## src/rtl/instr_fetch_if.sv

```systemverilog
// Fetch-unit bus bundle: instruction-memory read port
// and the valid/ready handshake toward decode.
interface instr_fetch_if;
  logic        o_imem_req;
  logic [31:0] o_imem_addr;
  logic        i_imem_valid;
  logic [31:0] i_imem_rdata;
  logic        o_valid;
  logic        i_ready;
  logic [31:0] o_instr;
  logic [31:0] o_pc;

  modport master (
    output o_imem_req,
    output o_imem_addr,
    input  i_imem_valid,
    input  i_imem_rdata,
    output o_valid,
    input  i_ready,
    output o_instr,
    output o_pc
  );

  modport slave (
    input  o_imem_req,
    input  o_imem_addr,
    output i_imem_valid,
    output i_imem_rdata,
    input  o_valid,
    output i_ready,
    input  o_instr,
    input  o_pc
  );
endinterface

```

## src/rtl/instr_fetch.sv

```systemverilog
// Instruction fetch: PC, single-outstanding imem reads,
// small fetch FIFO toward decode, redirect/halt/trap.
module instr_fetch #(
  parameter logic [31:0] RESET_ADDR = 32'h0000_0000,
  parameter int          FIFO_DEPTH = 2
) (
  input  logic          i_clk,
  input  logic          i_rst,
  instr_fetch_if.master bus,
  input  logic          i_redirect,
  input  logic [31:0]   i_redirect_pc,
  input  logic          i_halt,
  output logic          o_halted,
  output logic          o_trap
);

  localparam int AW = (FIFO_DEPTH > 1) ? $clog2(FIFO_DEPTH) : 1;
  localparam int CW = AW + 1;
  localparam logic [CW-1:0] DEPTH_C = CW'(FIFO_DEPTH);

  typedef enum logic [1:0] {
    S_IDLE,
    S_REQ,
    S_DRAIN,
    S_HALTED
  } state_e;

  state_e          state_q, state_d;
  logic [31:0]     pc_q, pc_d;
  logic [31:0]     addr_q, addr_d;
  logic            req_q;
  logic            halted_q, halted_d;
  logic            trap_q, trap_d;
  logic [AW-1:0]   wr_q, rd_q;
  logic [CW-1:0]   count_q, count_d, cnt_pop;
  logic [31:0]     fifo_instr_q [FIFO_DEPTH];
  logic [31:0]     fifo_pc_q    [FIFO_DEPTH];
  logic            push, pop, flush;
  logic            bad_tgt, halt_ev;

  assign bad_tgt = i_redirect && (i_redirect_pc[1:0] != 2'b00);
  assign halt_ev = i_halt || bad_tgt;

  // Next-state: FSM, PC, FIFO push/pop/flush decisions
  always_comb begin
    state_d  = state_q;
    pc_d     = pc_q;
    halted_d = halted_q;
    trap_d   = trap_q;
    push     = 1'b0;
    flush    = 1'b0;
    pop      = bus.o_valid && bus.i_ready;
    cnt_pop  = count_q - CW'(pop);
    if (state_q != S_HALTED && !halted_q) begin
      if (halt_ev) begin
        flush    = 1'b1;
        pop      = 1'b0;
        halted_d = 1'b1;
        trap_d   = trap_q || bad_tgt;
        state_d  = (req_q && !bus.i_imem_valid) ? S_DRAIN : S_HALTED;
      end else if (i_redirect) begin
        flush = 1'b1;
        pop   = 1'b0;
        pc_d  = i_redirect_pc;
        if (req_q && !bus.i_imem_valid) state_d = S_DRAIN;
        else                             state_d = S_REQ;
      end else begin
        unique case (state_q)
          S_IDLE: begin
            if (cnt_pop < DEPTH_C) state_d = S_REQ;
          end
          S_REQ: begin
            if (bus.i_imem_valid) begin
              push = 1'b1;
              pc_d = pc_q + 32'd4;
              if (cnt_pop + CW'(1) < DEPTH_C) state_d = S_REQ;
              else                            state_d = S_IDLE;
            end
          end
          S_DRAIN: begin
            if (bus.i_imem_valid) state_d = S_REQ;
          end
          S_HALTED: begin
          end
        endcase
      end
    end else if (state_q == S_DRAIN && bus.i_imem_valid) begin
      state_d = S_HALTED;
    end
    // a drained request keeps its old address on the bus
    addr_d  = (state_d == S_DRAIN) ? addr_q : pc_d;
    count_d = count_q + CW'(push) - CW'(pop);
  end

  // Registered FSM state, PC, outputs and FIFO storage
  always_ff @(posedge i_clk or negedge i_rst) begin
    if (!i_rst) begin
      state_q  <= S_IDLE;
      pc_q     <= RESET_ADDR;
      addr_q   <= RESET_ADDR;
      req_q    <= 1'b0;
      halted_q <= 1'b0;
      trap_q   <= 1'b0;
      wr_q     <= '0;
      rd_q     <= '0;
      count_q  <= '0;
      for (int i = 0; i < FIFO_DEPTH; i++) begin
        fifo_instr_q[i] <= '0;
        fifo_pc_q[i]    <= '0;
      end
    end else begin
      state_q  <= state_d;
      pc_q     <= pc_d;
      addr_q   <= addr_d;
      req_q    <= (state_d == S_REQ) || (state_d == S_DRAIN);
      halted_q <= halted_d;
      trap_q   <= trap_d;
      if (flush) begin
        wr_q    <= '0;
        rd_q    <= '0;
        count_q <= '0;
      end else begin
        if (push) begin
          fifo_instr_q[wr_q] <= bus.i_imem_rdata;
          fifo_pc_q[wr_q]    <= pc_q;
          wr_q               <= wr_q + AW'(1);
        end
        if (pop) rd_q <= rd_q + AW'(1);
        count_q <= count_d;
      end
    end
  end

  assign bus.o_imem_req  = req_q;
  assign bus.o_imem_addr = addr_q;
  assign bus.o_valid     = (count_q != '0);
  assign bus.o_instr     = bus.o_valid ? fifo_instr_q[rd_q] : '0;
  assign bus.o_pc        = bus.o_valid ? fifo_pc_q[rd_q] : '0;
  assign o_halted        = halted_q;
  assign o_trap          = trap_q;

endmodule

```

## src/flat_wrapper.sv

```systemverilog
// flat-port wrapper written by rule: the top's interface ports become plain ports
module instr_fetch_flat 
#(
  parameter logic [31:0] RESET_ADDR = 32'h0000_0000,
  parameter int          FIFO_DEPTH = 2
)
  (i_clk, i_rst, i_redirect, i_redirect_pc, i_halt, o_halted, o_trap, bus_o_imem_req, bus_o_imem_addr, bus_i_imem_valid, bus_i_imem_rdata, bus_o_valid, bus_i_ready, bus_o_instr, bus_o_pc);
  instr_fetch_if bus_i ();
  input  logic i_clk;
  input  logic i_rst;
  input  logic i_redirect;
  input  logic [31:0] i_redirect_pc;
  input  logic i_halt;
  output logic o_halted;
  output logic o_trap;
  output wire logic [$bits(bus_i.o_imem_req)-1:0] bus_o_imem_req;
  output wire logic [$bits(bus_i.o_imem_addr)-1:0] bus_o_imem_addr;
  input wire logic [$bits(bus_i.i_imem_valid)-1:0] bus_i_imem_valid;
  input wire logic [$bits(bus_i.i_imem_rdata)-1:0] bus_i_imem_rdata;
  output wire logic [$bits(bus_i.o_valid)-1:0] bus_o_valid;
  input wire logic [$bits(bus_i.i_ready)-1:0] bus_i_ready;
  output wire logic [$bits(bus_i.o_instr)-1:0] bus_o_instr;
  output wire logic [$bits(bus_i.o_pc)-1:0] bus_o_pc;
  assign bus_o_imem_req = bus_i.o_imem_req;
  assign bus_o_imem_addr = bus_i.o_imem_addr;
  assign bus_i.i_imem_valid = bus_i_imem_valid;
  assign bus_i.i_imem_rdata = bus_i_imem_rdata;
  assign bus_o_valid = bus_i.o_valid;
  assign bus_i.i_ready = bus_i_ready;
  assign bus_o_instr = bus_i.o_instr;
  assign bus_o_pc = bus_i.o_pc;
  instr_fetch #(.RESET_ADDR(RESET_ADDR), .FIFO_DEPTH(FIFO_DEPTH)) u_core (.i_clk(i_clk), .i_rst(i_rst), .bus(bus_i), .i_redirect(i_redirect), .i_redirect_pc(i_redirect_pc), .i_halt(i_halt), .o_halted(o_halted), .o_trap(o_trap));
endmodule
```

## config.mk

```make
export PLATFORM = sky130hd
export DESIGN_NAME = instr_fetch_flat
export DESIGN_NICKNAME = d
export VERILOG_FILES = /design/src/rtl/instr_fetch_if.sv /design/src/rtl/instr_fetch.sv /design/src/flat_wrapper.sv
export SDC_FILE = /design/constraint.sdc
export NUM_CORES = 1
export LEC_CHECK = 0
export BUFFER_PORTS_ARGS = -buffer_cell sky130_fd_sc_hd__buf_2
export CAP_MARGIN = 15
export CORE_MARGIN = 5
export CORE_UTILIZATION = 55
export DETAILED_ROUTE_END_ITERATION = 8
export HOLD_SLACK_MARGIN = 0.15
export PLACE_DENSITY = 0.78
export SETUP_SLACK_MARGIN = 0.1
export SLEW_MARGIN = 20
export SYNTH_ARGS = -nofsm -noshare
export SYNTH_HDL_FRONTEND = slang
export SYNTH_SLANG_ARGS = --single-unit
```

## constraint.sdc

```tcl
create_clock -name i_clk -period 3.5 [get_ports i_clk]
set_clock_uncertainty 0.1 [all_clocks]
set_input_delay 0.875 -clock i_clk [delete_from_list [all_inputs] [get_ports i_clk]]
set_output_delay 0.875 -clock i_clk [all_outputs]
set_load 0.005 [all_outputs]
```

==> metrics.log <==
[metrics] result of the run: finished clean
[metrics] post-synthesis cell type with the largest combined area: sky130_fd_sc_hd__dfrtp_1
[metrics] headroom to the max-slew limit: 0.452
[metrics] library cell with the highest instance count after synthesis: sky130_fd_sc_hd__dfrtp_1
[metrics] number of I/O port buffers: 169
[metrics] layout-stage area growth over the synthesis result: 20.4%
[metrics] Die Y-Extent: 143 um
[metrics] Initial Util: 0.559
[metrics] Final Hold Violating Endpoints: 0
[metrics] number of CTS-inserted buffers: 22
[metrics] synthesized instance count: 840
[metrics] detailed-route vias per instance: 5.88
[metrics] # resized after CTS: 0
[metrics] TritonCTS clock tree: built
[metrics] number of setup violations in the final report: 0
[metrics] Slew Limit Fails: 0
[metrics] upper clock frequency limit: 325 MHz
[metrics] Power, Total: 6.07 mW
[metrics] minimum clock period after layout: 3.08 ns
[metrics] WL per Instance: 19.3 um
[metrics] total wire length after detailed routing: 24.1 mm
[metrics] Yosys reg bits: 201
[metrics] most common flop cell mapped by yosys: sky130_fd_sc_hd__dfrtp_1
[metrics] weighted congestion at the end of routability-driven global placement: 0.893
[metrics] Sum Neg Setup Slack: 0 ns
[metrics] worst path required time: 3.79 ns
[metrics] IR drop worst, VDD: 0.373 mV
[metrics] number of max-capacitance violations reported: 0
[metrics] largest cells by area after synthesis: sky130_fd_sc_hd__dfrtp_1 (52%), sky130_fd_sc_hd__mux2_2 (17%), sky130_fd_sc_hd__mux2i_1 (6.8%)
[metrics] number of synthesized flops with an enable pin: 0
[metrics] unrepaired setup endpoints after global routing: false
[metrics] Die X: 143 um
[metrics] first-pass iteration count of the detailed router: 5
[metrics] Async S/R FF share, synth: 1.00
[metrics] Critical Path Source Type: register
[metrics] Skew-Pair Late Insertion Delay: 0.49 ns
[metrics] synthesized netlist net count: 915
[metrics] type of destination of the critical path: register
[metrics] number of antenna-violating nets in the routed design: 0
[metrics] count of synthesis-stage warnings from yosys: 0
[metrics] buffer levels on the longest clock path: 3
[metrics] via count: 7330
[metrics] summed instance area of the synthesized netlist: 0.00967 mm^2
[metrics] layout net count: 1083
[metrics] fraction of final layout cells sized beyond drive strength 1: 0.386
[metrics] WP data arrival: 3.37 ns
[metrics] top fanout value on the critical path: 29
[metrics] fraction of the yosys area taken by sequential cells: 0.520
[metrics] clock-pin slew on the worst setup and hold paths: 0.06 ns
[metrics] initial antenna violation count: 0
[metrics] pin count of the biggest net entering global routing: 67
[metrics] buffer count from post-CTS setup fixing: 0
[metrics] total global routing track utilization: 0.238
[metrics] worst hold-check path type: input pin to async pin
[metrics] via count of the first global-routing pass: 7608
[metrics] Die Outline Area: 0.0203 mm^2
[metrics] Post-Syn Area per Cell: 11.5 um^2
[metrics] CTS sink count: 201
[metrics] leakage: 6.01 nW
[metrics] origin of the worst setup path: u_core.count_q[1]$_DFF_PN0_
[metrics] most frequent cells after synthesis: sky130_fd_sc_hd__dfrtp_1 (201), sky130_fd_sc_hd__mux2_2 (144), sky130_fd_sc_hd__nor2_1 (105), sky130_fd_sc_hd__mux2i_1 (66), sky130_fd_sc_hd__nand2_1 (42)
[metrics] clock root buffer: sky130_fd_sc_hd__clkbuf_16
[metrics] first-pass GRT wire length: 39.1 mm
[metrics] launching point of the worst reg2reg path: u_core.count_q[1]$_DFF_PN0_
[metrics] GRT overflow: 0
[metrics] area of the core region: 0.0173 mm^2
[metrics] maximum level of the CTS H-tree: 1
[metrics] total power per unit cell area: 522 mW/mm^2
[metrics] I/O Pins: 170
[metrics] fraction of the cycle the final worst path needs: 0.880
[metrics] area fraction of the dominant cell type after synthesis: 0.520
[metrics] filler cell count: 1315
[metrics] diode insertion count for antenna repair: 0
[metrics] DPL Wire Length: 16.6 mm
[metrics] DRC violations left: 0
[metrics] hold buffers post-CTS: 0
[metrics] number of distinct library cell variants in the gate-level netlist after synthesis: 62
[metrics] worst setup path category: register to register
[metrics] transition time at the pin with the least slew margin: 0.818 ns
[metrics] Cell Rows: 48
[metrics] Starting DRT DRC Count: 547
state kept, by name, indices dropped and copies added (netlist names):
name,cells
u_core.bus.o_imem_addr,32
u_core.bus.o_imem_req,1
u_core.count_q,2
u_core.fifo_instr_q,64
u_core.fifo_pc_q,64
u_core.o_halted,1
u_core.o_trap,1
u_core.pc_q,32
u_core.rd_q,1
u_core.state_q,2
u_core.wr_q,1
final timing paths:
| check | endpoint | slack (ns) | cells past startpoint |
|---|---|---|---|
| setup / recovery | u_core.bus.o_imem_addr[23]$_DFFE_PN0P_ | 0.42 | 14 |
| hold / removal | u_core.fifo_pc_q[62]$_DFFE_PN0P_ | 0.27 | 1 |
| min in group i_clk | u_core.bus.o_imem_addr[21]$_DFFE_PN0P_ | 0.39 | 2 |
| setup reg to reg | u_core.bus.o_imem_addr[23]$_DFFE_PN0P_ | 0.42 | 14 |
| max in group asynchronous | u_core.bus.o_imem_addr[17]$_DFFE_PN0P_ | 2.16 | 2 |
| hold reg to reg | u_core.bus.o_imem_addr[21]$_DFFE_PN0P_ | 0.39 | 2 |
layer usage:
metal  vias up  routed length (um)  track usage
met3        50                1870       0.0423
li1       3371                   -            -
met4         0                 582       0.0730
met5         -                   0            0
met1      3605               10400        0.331
met2       304               11200        0.386
per-stage QoR:
step	hold WS, ns	setup WS [ns]	cells	cell area, um^2	util
after global placement	0.363	0.118	1209	10900	0.628
after global routing	0.310	0.161	1247	11600	0.673
after floorplan	0.350	0.157	840	9670	-
after detailed placement	0.373	0.0259	1209	10900	0.628
after CTS	0.282	0.413	1247	11600	0.673
final	0.267	0.421	1247	11600	0.673
report_power, final:
part           total, mW  switching [mW]  internal (mW)  leakage (nW)
combinational      0.957           0.530          0.427          2.90
clock               2.45           0.893           1.55         0.385
sequential          2.67           0.219           2.45          2.72
final cells by class:
type / instances / area (um^2) / share of cell area
Multi-Input combinational cell: 574 / 4380 / 0.376
Tap cell: 225 / 282 / 0.0242
Clock inverter: 9 / 149 / 0.0128
Sequential cell: 201 / 5030 / 0.433
Inverter: 11 / 41.3 / 0.00355
Timing Repair Buffer: 198 / 1120 / 0.0965
Clock buffer: 29 / 628 / 0.0540
cell families (layout without fill, tap and decap cells):
group,Yosys count,in the layout,share of synthesized area
adders and majority gates,5,5,0.00647
xor gates and xnor gates,4,4,0.00363
DFF,201,201,0.520
buffers and inverters,65,247,0.0283
AOI/OAI and AO/OA,108,108,0.0810
and+or+nand+nor,247,247,0.124
muxes,210,210,0.236
worst max-delay path, cell delays in order, from the launching register on:
cell and delay, ns:
sky130_fd_sc_hd__dfrtp_1 0.44, sky130_fd_sc_hd__nor2_4 0.13, sky130_fd_sc_hd__inv_1 0.05, sky130_fd_sc_hd__and2_1 0.19, sky130_fd_sc_hd__ha_1 0.20, sky130_fd_sc_hd__xnor2_1 0.21, sky130_fd_sc_hd__mux2i_1 0.10, sky130_fd_sc_hd__o22ai_1 0.13
sky130_fd_sc_hd__o211ai_1 0.12, sky130_fd_sc_hd__o311ai_0 0.13, sky130_fd_sc_hd__ha_1 0.25, sky130_fd_sc_hd__buf_4 0.31, sky130_fd_sc_hd__nor3_1 0.09, sky130_fd_sc_hd__mux2_2 0.27, sky130_fd_sc_hd__nor4_1 0.27
cell usage in the layout (no fill, tap or decap), types with 5 or more instances in the layout:
cell type and n:
sky130_fd_sc_hd__nor4_1 7, sky130_fd_sc_hd__a21oi_1 10, sky130_fd_sc_hd__o21ai_0 21, sky130_fd_sc_hd__clkbuf_16 23, sky130_fd_sc_hd__nor2_1 104, sky130_fd_sc_hd__and3_1 9
sky130_fd_sc_hd__mux2i_1 66, sky130_fd_sc_hd__buf_2 168, sky130_fd_sc_hd__o22ai_1 13, sky130_fd_sc_hd__ha_1 5, sky130_fd_sc_hd__inv_1 11, sky130_fd_sc_hd__a31oi_1 5
sky130_fd_sc_hd__dfrtp_1 200, sky130_fd_sc_hd__buf_4 25, sky130_fd_sc_hd__o31ai_1 14, sky130_fd_sc_hd__nand3_1 18, sky130_fd_sc_hd__nor3_1 14, sky130_fd_sc_hd__nand2_1 41
sky130_fd_sc_hd__nand4_1 13, sky130_fd_sc_hd__a22oi_1 5, sky130_fd_sc_hd__and2_1 7, sky130_fd_sc_hd__mux2_2 144
Power figures use the tool's default switching activity.
